### src/rtl/common_credit_pkg.sv
// Shared types and constants for the credit controller and its inc/dec lookup table.
// Latency: none (package only).
// Backpressure: not applicable.
package common_credit_pkg;

    // Credit counter width: covers a shared resource of up to 31 entries.
    localparam int CRD_W = 5;

    // FSM state encodings, kept as plain constants so other blocks can decode them.
    localparam logic [1:0] CRD_ST_RUN   = 2'd0;
    localparam logic [1:0] CRD_ST_DRAIN = 2'd1;
    localparam logic [1:0] CRD_ST_DONE  = 2'd2;

    typedef enum logic [1:0] {
        ST_RUN   = CRD_ST_RUN,
        ST_DRAIN = CRD_ST_DRAIN,
        ST_DONE  = CRD_ST_DONE
    } crd_state_e;

    // One lookup-table word: carry/borrow flag on top, next credit value below.
    typedef struct packed {
        logic             co;
        logic [CRD_W-1:0] q;
    } crd_rom_t;

    // Contents of the inc/dec table, addressed by {dec, d}.
    // dec=1 gives d-1 (co=borrow), dec=0 gives d+1 (co=carry).
    function automatic crd_rom_t crd_decinc_entry(input logic dec, input logic [CRD_W-1:0] d);
        logic [CRD_W:0] sum;
        if (dec) begin
            sum = {1'b0, d} - {{CRD_W{1'b0}}, 1'b1};
        end else begin
            sum = {1'b0, d} + {{CRD_W{1'b0}}, 1'b1};
        end
        return crd_rom_t'(sum);
    endfunction

endpackage

### src/rtl/common_rtlrom_decinc5.sv
// Purpose: 64-word inc/dec lookup (address {dec, d}) returning d-1 or d+1 plus carry/borrow.
// Latency: purely combinational, result valid in the same cycle as the address.
// Backpressure: none; the owner decides whether the result is used.
module common_rtlrom_decinc5
    import common_credit_pkg::*;
(
    input  logic [CRD_W-1:0] d,
    input  logic             dec,
    output logic [CRD_W-1:0] q,
    output logic             co
);

    crd_rom_t rom_dat;

    // Table read; the package function defines every word, so this folds to a constant lookup.
    always_comb begin
        rom_dat = crd_decinc_entry(dec, d);
        q       = rom_dat.q;
        co      = rom_dat.co;
    end

endmodule

### src/rtl/common_credit_ctrl5.sv
// Purpose: 5-bit credit controller with alloc/free arbitration and a flush/drain sequence.
// Latency: credit updates one cycle after a handshake; flush_done pulses one cycle after credit returns to INIT_CREDIT.
// Backpressure: alloc_ready drops at zero credit or outside RUN; free_ready drops at MAX_CREDIT.
// Optional build macro COMMON_CREDIT_CTRL5_ERRCHK_EN adds the sticky protocol-error flag.
module common_credit_ctrl5
    import common_credit_pkg::*;
#(
    parameter int INIT_CREDIT = 16,
    parameter int MAX_CREDIT  = 31
) (
    input  logic             clk,
    input  logic             reset,
    input  logic             alloc_valid,
    output logic             alloc_ready,
    input  logic             free_valid,
    output logic             free_ready,
    input  logic             flush_req,
    output logic             flush_done,
    output logic [CRD_W-1:0] credit,
    output logic             err
);

    localparam logic [CRD_W-1:0] INIT_C = CRD_W'(INIT_CREDIT);
    localparam logic [CRD_W-1:0] MAX_C  = CRD_W'(MAX_CREDIT);

    crd_state_e       state_q;
    crd_state_e       state_d;
    logic [CRD_W-1:0] credit_q;
    logic [CRD_W-1:0] credit_d;

    logic             alloc_fire;
    logic             free_fire;
    logic             rom_dec;
    logic [CRD_W-1:0] rom_q;
    // Carry/borrow never matters: ready gating keeps the counter inside 0..MAX_CREDIT.
    logic             rom_unused_co;

    // Ready signals come only from registers so they never depend on the valids.
    always_comb begin
        alloc_ready = (credit_q != '0) && (state_q == ST_RUN);
        free_ready  = (credit_q != MAX_C);
        alloc_fire  = alloc_valid && alloc_ready;
        free_fire   = free_valid && free_ready;
        rom_dec     = alloc_fire && !free_fire;
    end

    // Single shared inc/dec datapath for both requesters.
    common_rtlrom_decinc5 u_rom (
        .d   (credit_q),
        .dec (rom_dec),
        .q   (rom_q),
        .co  (rom_unused_co)
    );

    // Credit next value: exactly one handshake moves the count; both or neither leaves it alone.
    always_comb begin
        credit_d = credit_q;
        if (alloc_fire ^ free_fire) begin
            credit_d = rom_q;
        end
    end

    // Drain sequencer: RUN -> DRAIN on flush_req, DRAIN -> DONE once credit is home, DONE pulses and returns.
    always_comb begin
        state_d    = state_q;
        flush_done = 1'b0;
        case (state_q)
            ST_RUN: begin
                if (flush_req) begin
                    state_d = ST_DRAIN;
                end
            end
            ST_DRAIN: begin
                if (credit_q == INIT_C) begin
                    state_d = ST_DONE;
                end
            end
            ST_DONE: begin
                flush_done = 1'b1;
                state_d    = ST_RUN;
            end
            default: begin
                state_d = ST_RUN;
            end
        endcase
    end

    // Credit and state registers.
    always_ff @(posedge clk) begin
        if (reset) begin
            state_q  <= ST_RUN;
            credit_q <= INIT_C;
        end else begin
            state_q  <= state_d;
            credit_q <= credit_d;
        end
    end

    assign credit = credit_q;

`ifdef COMMON_CREDIT_CTRL5_ERRCHK_EN
    logic err_q;
    logic err_d;

    // Sticky error: a free offered with no room, or an alloc offered while allocs are blocked by a drain.
    always_comb begin
        err_d = err_q;
        if (free_valid && (credit_q == MAX_C)) begin
            err_d = 1'b1;
        end
        if (alloc_valid && (state_q != ST_RUN) && !flush_req) begin
            err_d = 1'b1;
        end
    end

    // Error flag register, cleared only by reset.
    always_ff @(posedge clk) begin
        if (reset) begin
            err_q <= 1'b0;
        end else begin
            err_q <= err_d;
        end
    end

    assign err = err_q;
`else
    assign err = 1'b0;
`endif

endmodule

### config.mk
export PLATFORM = sky130hd
export DESIGN_NAME = common_credit_ctrl5
export DESIGN_NICKNAME = d
export VERILOG_FILES = /design/src/rtl/common_credit_pkg.sv /design/src/rtl/common_rtlrom_decinc5.sv /design/src/rtl/common_credit_ctrl5.sv
export SDC_FILE = /design/constraint.sdc
export NUM_CORES = 1
export LEC_CHECK = 0
export CAP_MARGIN = 20
export CORE_AREA = 2 2 39 41
export CTS_BUF_LIST = sky130_fd_sc_hd__clkbuf_4
export CTS_CLUSTER_DIAMETER = 60
export DETAILED_ROUTE_END_ITERATION = 10
export DIE_AREA = 0 0 41 43
export DONT_BUFFER_PORTS = 1
export PLACE_DENSITY = 0.6
export SYNTH_ARGS = -nofsm -noshare
export SYNTH_HDL_FRONTEND = slang
export SYNTH_SLANG_ARGS = --single-unit
### constraint.sdc
create_clock -name clk -period 2.9 [get_ports clk]
set_clock_uncertainty 0.2 [all_clocks]
set_input_delay 0.58 -clock clk [delete_from_list [all_inputs] [get_ports clk]]
set_output_delay 0.58 -clock clk [all_outputs]
set_load 0.005 [all_outputs]
Yosys cells after proc, flatten, opt, wreduce, memory -nomap -nowiden:

Cells that the tools add are included.

* bitwise logic cells: 1
* add/subtract/negate cells: 2
* multiply operators: 0
* divide/modulo/power cells: 0
* reduce and logical (&&, ||, !) cells: 8
* muxes and demuxes: 5
* order comparisons: 0
* shift-type cells: 0
* equal/unequal tests: 6

Operator list (number)
* 5-bit by 1-bit adder with 5-bit output, second input constant: 1
* 5-bit == test, second input constant: 1
* 5-bit 2-to-1 mux: 1
* 5-bit inequality test, second input constant: 1
* 5-bit nonzero test: 1
* 5-bit by 1-bit subtractor with 5-bit output, second input constant: 1
* 1-bit logical AND: 4
* 2-bit 2-to-1 mux: 2
* 2-bit inequality test, second input constant: 2
* 2-bit one-hot mux with 2 select lines: 1
* 2-bit by 1-bit == test with 1-bit output, second input constant: 1
* 2-bit == test, second input constant: 1
* 2-bit logical NOT: 1
* 2-bit AND reduction: 1
* 1-bit logical NOT: 1
* 1-bit 2-to-1 mux: 1
* 1-bit XOR: 1

* input bits: 5
* memory bits (read-only): 0
* register bits: 7
* logic and storage cells: 24
* latch bits: 0
* RAM bits: 0
* memories kept: 0
* output and inout port bits: 9

Longest topological paths before layout:

* word-level depth: 5
* depth in mapped cells: 10
* depth with buffers taken out: 10

By module:

A second synthesis with hierarchy kept.

* cells, all modules: 58
* area total of the unflattened synthesis: 536.8 um^2

Modules (own cells, without submodules)
* common_credit_ctrl5: area each 352.8 um^2, times used 1, cells each 36, sequential area each 140.1 um^2
* common_rtlrom_decinc5: area each 183.9 um^2, times used 1, cells each 22, sequential area each 0.0 um^2

Worst setup path before layout:

OpenSTA, ideal clock, no wires.

* kind: register to register
* from: reg credit_q[0] (netlist: credit[0])
* to: reg credit_q[4] (netlist: credit[4])
* stages on the path, launching flop included: 11
* setup slack: 295 ps
* data required time: 2628 ps
* buffers on the path: 0
* arrival: 2333 ps
* library setup time: 72 ps
* period minus slack after synthesis: 2605 ps
* cell sequence: dfxtp_1 -> nor4_1 -> a211oi_1 -> and2_1 -> ha_1 -> inv_1 -> fa_1 -> nand2b_1 -> a21oi_1 -> mux2i_1 -> mux2i_1

* longest elaborated chain between the ends: 5
* elaborated cells between the ends (all ways): 11
* those cells by class: add/sub (2); eq/ne (1); mux (1); bitwise (1); reduce/logical (6)

Ends and longest elaborated chain
* start: declaration: line common_credit_ctrl5.sv:28 `logic [CRD_W-1:0] credit_q;`
* start signal: assignment: line common_credit_ctrl5.sv:95 `credit_q <= credit_d;`
* 5-bit nonzero test (*): line common_credit_ctrl5.sv:40 `alloc_ready = (credit_q != '0) && (state_q == ST_RUN);`
* 1-bit logical AND (*): line common_credit_ctrl5.sv:40
* net alloc_ready: line common_credit_ctrl5.sv:14 `output logic alloc_ready,`
* 1-bit logical AND (*): line common_credit_ctrl5.sv:42 `alloc_fire = alloc_valid && alloc_ready;`
* 1-bit logical AND: line common_credit_ctrl5.sv:44 `rom_dec = alloc_fire && !free_fire;`
* 5-bit 2-to-1 mux: line common_credit_pkg.sv:30 `if (dec) begin`

The timed path passes the listed nets; every way through them passes the cells marked *.
A chain may end at the register's enable or synchronous reset.

Worst setup path in the final report:

* from: reg credit_q[1] (netlist: credit[1])
* to: reg credit_q[4] (netlist: credit[4])

* longest elaborated chain between the ends: 5
* elaborated cells between the ends (all ways): 11
* those cells by class: add/sub (2); eq/ne (1); mux (1); bitwise (1); reduce/logical (6)

Ends and longest elaborated chain
* branches (longest 5 deep; another with 5-bit by 1-bit adder with 5-bit output)

Parallel ways; which one is timed is not known.

==> summary.txt <==
Critical path
  • Crit-path most repeated cell: mux2i_1
  • Crit-path slowest cell: fa_1
  • Max incr delay on CP: ~400 ps
  • WP buf/inv: 2
  • CP cell instances: nor4_1, buf_4, a211oi_2, and2_1, ha_1, inv_1, fa_1, nand2b_1, a21oi_1, mux2i_1, mux2i_1
  • FF-to-FF path depth: 11
  • Delay-heaviest family, CP: adder cells
  • Critical path depth: 11
  • Setup crit start: credit[1]
  • RR Startpoint: credit[1]
  • Startpoint types: flip-flop
  • Crit path max fanout: 4
  • CP required: 2890 ps
  • Setup CP Type: reg -> reg
  • Setup crit end kind: flip-flop
  • WP data arrival: ~2700 ps

Placed design
  • Dpl hpwl: 743 um
  • DP Worst Slack: ~110 ps
  • Cell Count Post-Placement: 79
  • Placer Congestion: about 0.74
  • IO Port Bufs: 0
  • Cell Area, Placed: 524 um2

Timing
  • Highest clock rate: between 300 and 400 MHz
  • RSZ-0062 raised after global routing: no
  • Tcrit/Tclk final: 0.929
  • Final period demand of the worst path: around 2700 ps
  • Setup TNS: 0 ps
  • Max Slew Vio Count: 0
  • Endpoints failing setup: 0
  • Final worst setup slack: just over 200 ps
  • Hold Violations, Final: 0

Synth
  • Largest family of logic cells by synthesized area: simple AND/OR/NAND/NOR gates
  • #FFs+latches synth: 7
  • Mux cell area share after synthesis: 0.0434
  • Yosys warning total: 0
  • Syn Inst Count: 58
  • Post-synthesis compound-gate area fraction: 0.0867
  • Synth Area in Simple Gates: 0.298
  • Sequential fraction of the synthesis area: 0.304
  • Post-synthesis cell area: between 400 and 500 um2
  • Area leader, netlist: dfxtp_1
  • Largest cells by area after synthesis: dfxtp_1 30%, ha_1 11%, nor2_1 11%
  • Synth top area share: 0.304
  • Xor and xnor area share after synthesis: 0.0379
  • Post-synth net total: between 60 and 70
  • Adder-cell area share of the yosys netlist: 0.152
  • Count of cell types in the netlist: 25
  • Avg Inst Size Synth: roughly 8.0 um2

Layout
  • Final Cell Area: about 560 um2
  • Fin nets: 78
  • Non-Filler Instances: 83
  • Share of layout cells above drive strength 1: 0.209
  • Diode count: 0
  • Area grow syn2layout: 21.1%
  • Post-layout util: 0.404
  • Fill count: 150

CTS
  • Post-cts resize count: 0
  • TritonCTS clock tree: done
  • Post-CTS Hold Buffers: 0
  • Clock-pin slew on the worst setup and hold paths: about 50 ps
  • # clock sinks: 7
  • Root Driver: clkbuf_4
  • Clk buf depth: 2
  • # Post-CTS Setup Buffers: 0
  • H-tree levels: 1
  • Worst skew pair latency: between 200 and 300 ps
  • CTS buffer count: 3

Global routing
  • GR Util All Layers: 0.125
  • Gr ovfl total: 0
  • First-pass GRT wire length: around 1400 um
  • Initial antenna violation count: 0
  • Vias in the first global route: around 350
  • Largest net degree at the start of global routing: 11

Power
  • Power per cell area: around 820 mW/mm2
  • Net Sw Frac: 0.363
  • Comb pwr share: 0.479
  • Pint: approximately 0.0003 W
  • Clock power share: 0.220
  • Net load switching power: between 0.00015 and 0.0002 W
  • Static Leakage: ~0.28 nW
  • Max VDD drop: ~0.19 mV
  • Sequential share of power: 0.302

Detailed routing
  • Detailed-route via count: between 400 and 500
  • Avg WL per Cell: about 11 um
  • Detailed Route Iter0 Violations: 2
  • Post-route ant nets: 0
  • Drt via density: between 4 and 5
  • Routed WL: 911 um
  • Router iterations before antenna repair: 3
  • DR DRC count: 0

Flow run
  • Max capacitance violation total: 0

Die
  • # IOs: 14
  • FP Rows: 14
  • Core ar.: around 0.0014 mm2
  • Die Area: approximately 0.0018 mm2
  • Starting Density: 0.334
  • Chip width: roughly 41 um
  • Die height: approximately 43 um

Worst hold path
  • Hold_sp: reset
  • Worst hold path class: in -> reg
  • Hold Crit Depth: 1

Status
  • Status: complete, no violations
[path summary, 6_finish.rpt]
| check | to | slack, ps |
|---|---|---|
| min reg2reg | state_q[0] | 300 |
| max reg2reg | credit[4] | 210 |
| max | credit[4] | 210 |
| min | credit[1] | 190 |
[per-stage QoR]
step	hold slack [ps]	total power, W
floorplan	238	0.000275
global placement	269	0.000355
CTS	178	0.000460
global route	177	0.000500
detailed placement	275	0.000359
finish	187	0.000458
[cell families after synthesis]
logic type | count (synthesis)
buffers and inverters | 7
AOI/OAI and AO/OA | 7
adders and majority gates | 5
muxes | 2
and+or+nand+nor | 27
xor gates and xnor gates | 2
other | 1
DFF | 7
[cells in the mapped netlist]
cell type / number
and3_2: 1
a21o_1: 1
and4_1: 1
nor2_1: 13
nand2_1: 2
ha_1: 4
and4bb_1: 1
buf_2: 2
a21oi_1: 4
nand3_1: 2
mux2i_1: 2
and2_1: 1
nor3_1: 1
nand2b_1: 1
a211oi_1: 1
xor2_1: 2
nor2b_1: 1
inv_1: 4
conb_1: 1
or3_1: 1
nor4_1: 2
dfxtp_1: 7
o21ai_0: 1
fa_1: 1
buf_4: 1
[per-layer routing]
metal | vias up | GRT usage | wire length (um)
li1 | 211 | - | -
met1 | 185 | 0.149 | 406
met2 | 11 | 0.169 | 430
met3 | 4 | 0.0314 | 39
met4 | 0 | 0.120 | 35
met5 | - | 0 | 0
[cell type report]
cell class / instances / area (um2) / area share
clock buffer: 4 / 30.0 / 0.0537
tap: 16 / 20.0 / 0.0358
timing repair buffer: 8 / 60.1 / 0.107
multi-input combinational: 44 / 294 / 0.526
sequential: 7 / 140 / 0.251
inverter: 4 / 15.0 / 0.0268
[worst register-to-register path: stages (launching register included)]
cell and delay (ps):
dfxtp_1 340, nor4_1 70, buf_4 140, a211oi_2 250, and2_1 160, ha_1 230, inv_1 90, fa_1 400
nand2b_1 160, a21oi_1 150, mux2i_1 240, mux2i_1 190
[power by group through the flow]
stage / sequential (W) / combinational (W) / clock (W)
after detailed placement: 0.000140 / 0.000219 / 0
final: 0.000138 / 0.000219 / 0.000100
after CTS: 0.000138 / 0.000218 / 0.000104
after floorplan: 0.000151 / 0.000124 / 0
after global placement: 0.000139 / 0.000216 / 0
after global routing: 0.000141 / 0.000250 / 0.000110
[flip-flops by register name (all words and copies together) (netlist names)]
name and flops:
credit 5, state_q 2
[cell usage in the layout (no fill, tap or decap), drive strengths merged]
master  synthesis  final
ha              4      4
and4bb          1      1
inv             4      4
nor2b           1      1
o21ai           1      1
a211oi          1      1
nand2b          1      1
nand3           2      2
mux2i           2      2
nor2           13     13
and4            1      1
or3             1      1
and3            1      1
a21oi           4      4
xor2            2      2
dfxtp           7      7
nor4            2      2
nand2           2      2
buf             3      8
conb            1      1
nor3            1      1
fa              1      1
clkbuf          0      4
a21o            1      1
and2            1      1
Note: power is estimated with default switching activity, not from simulation.
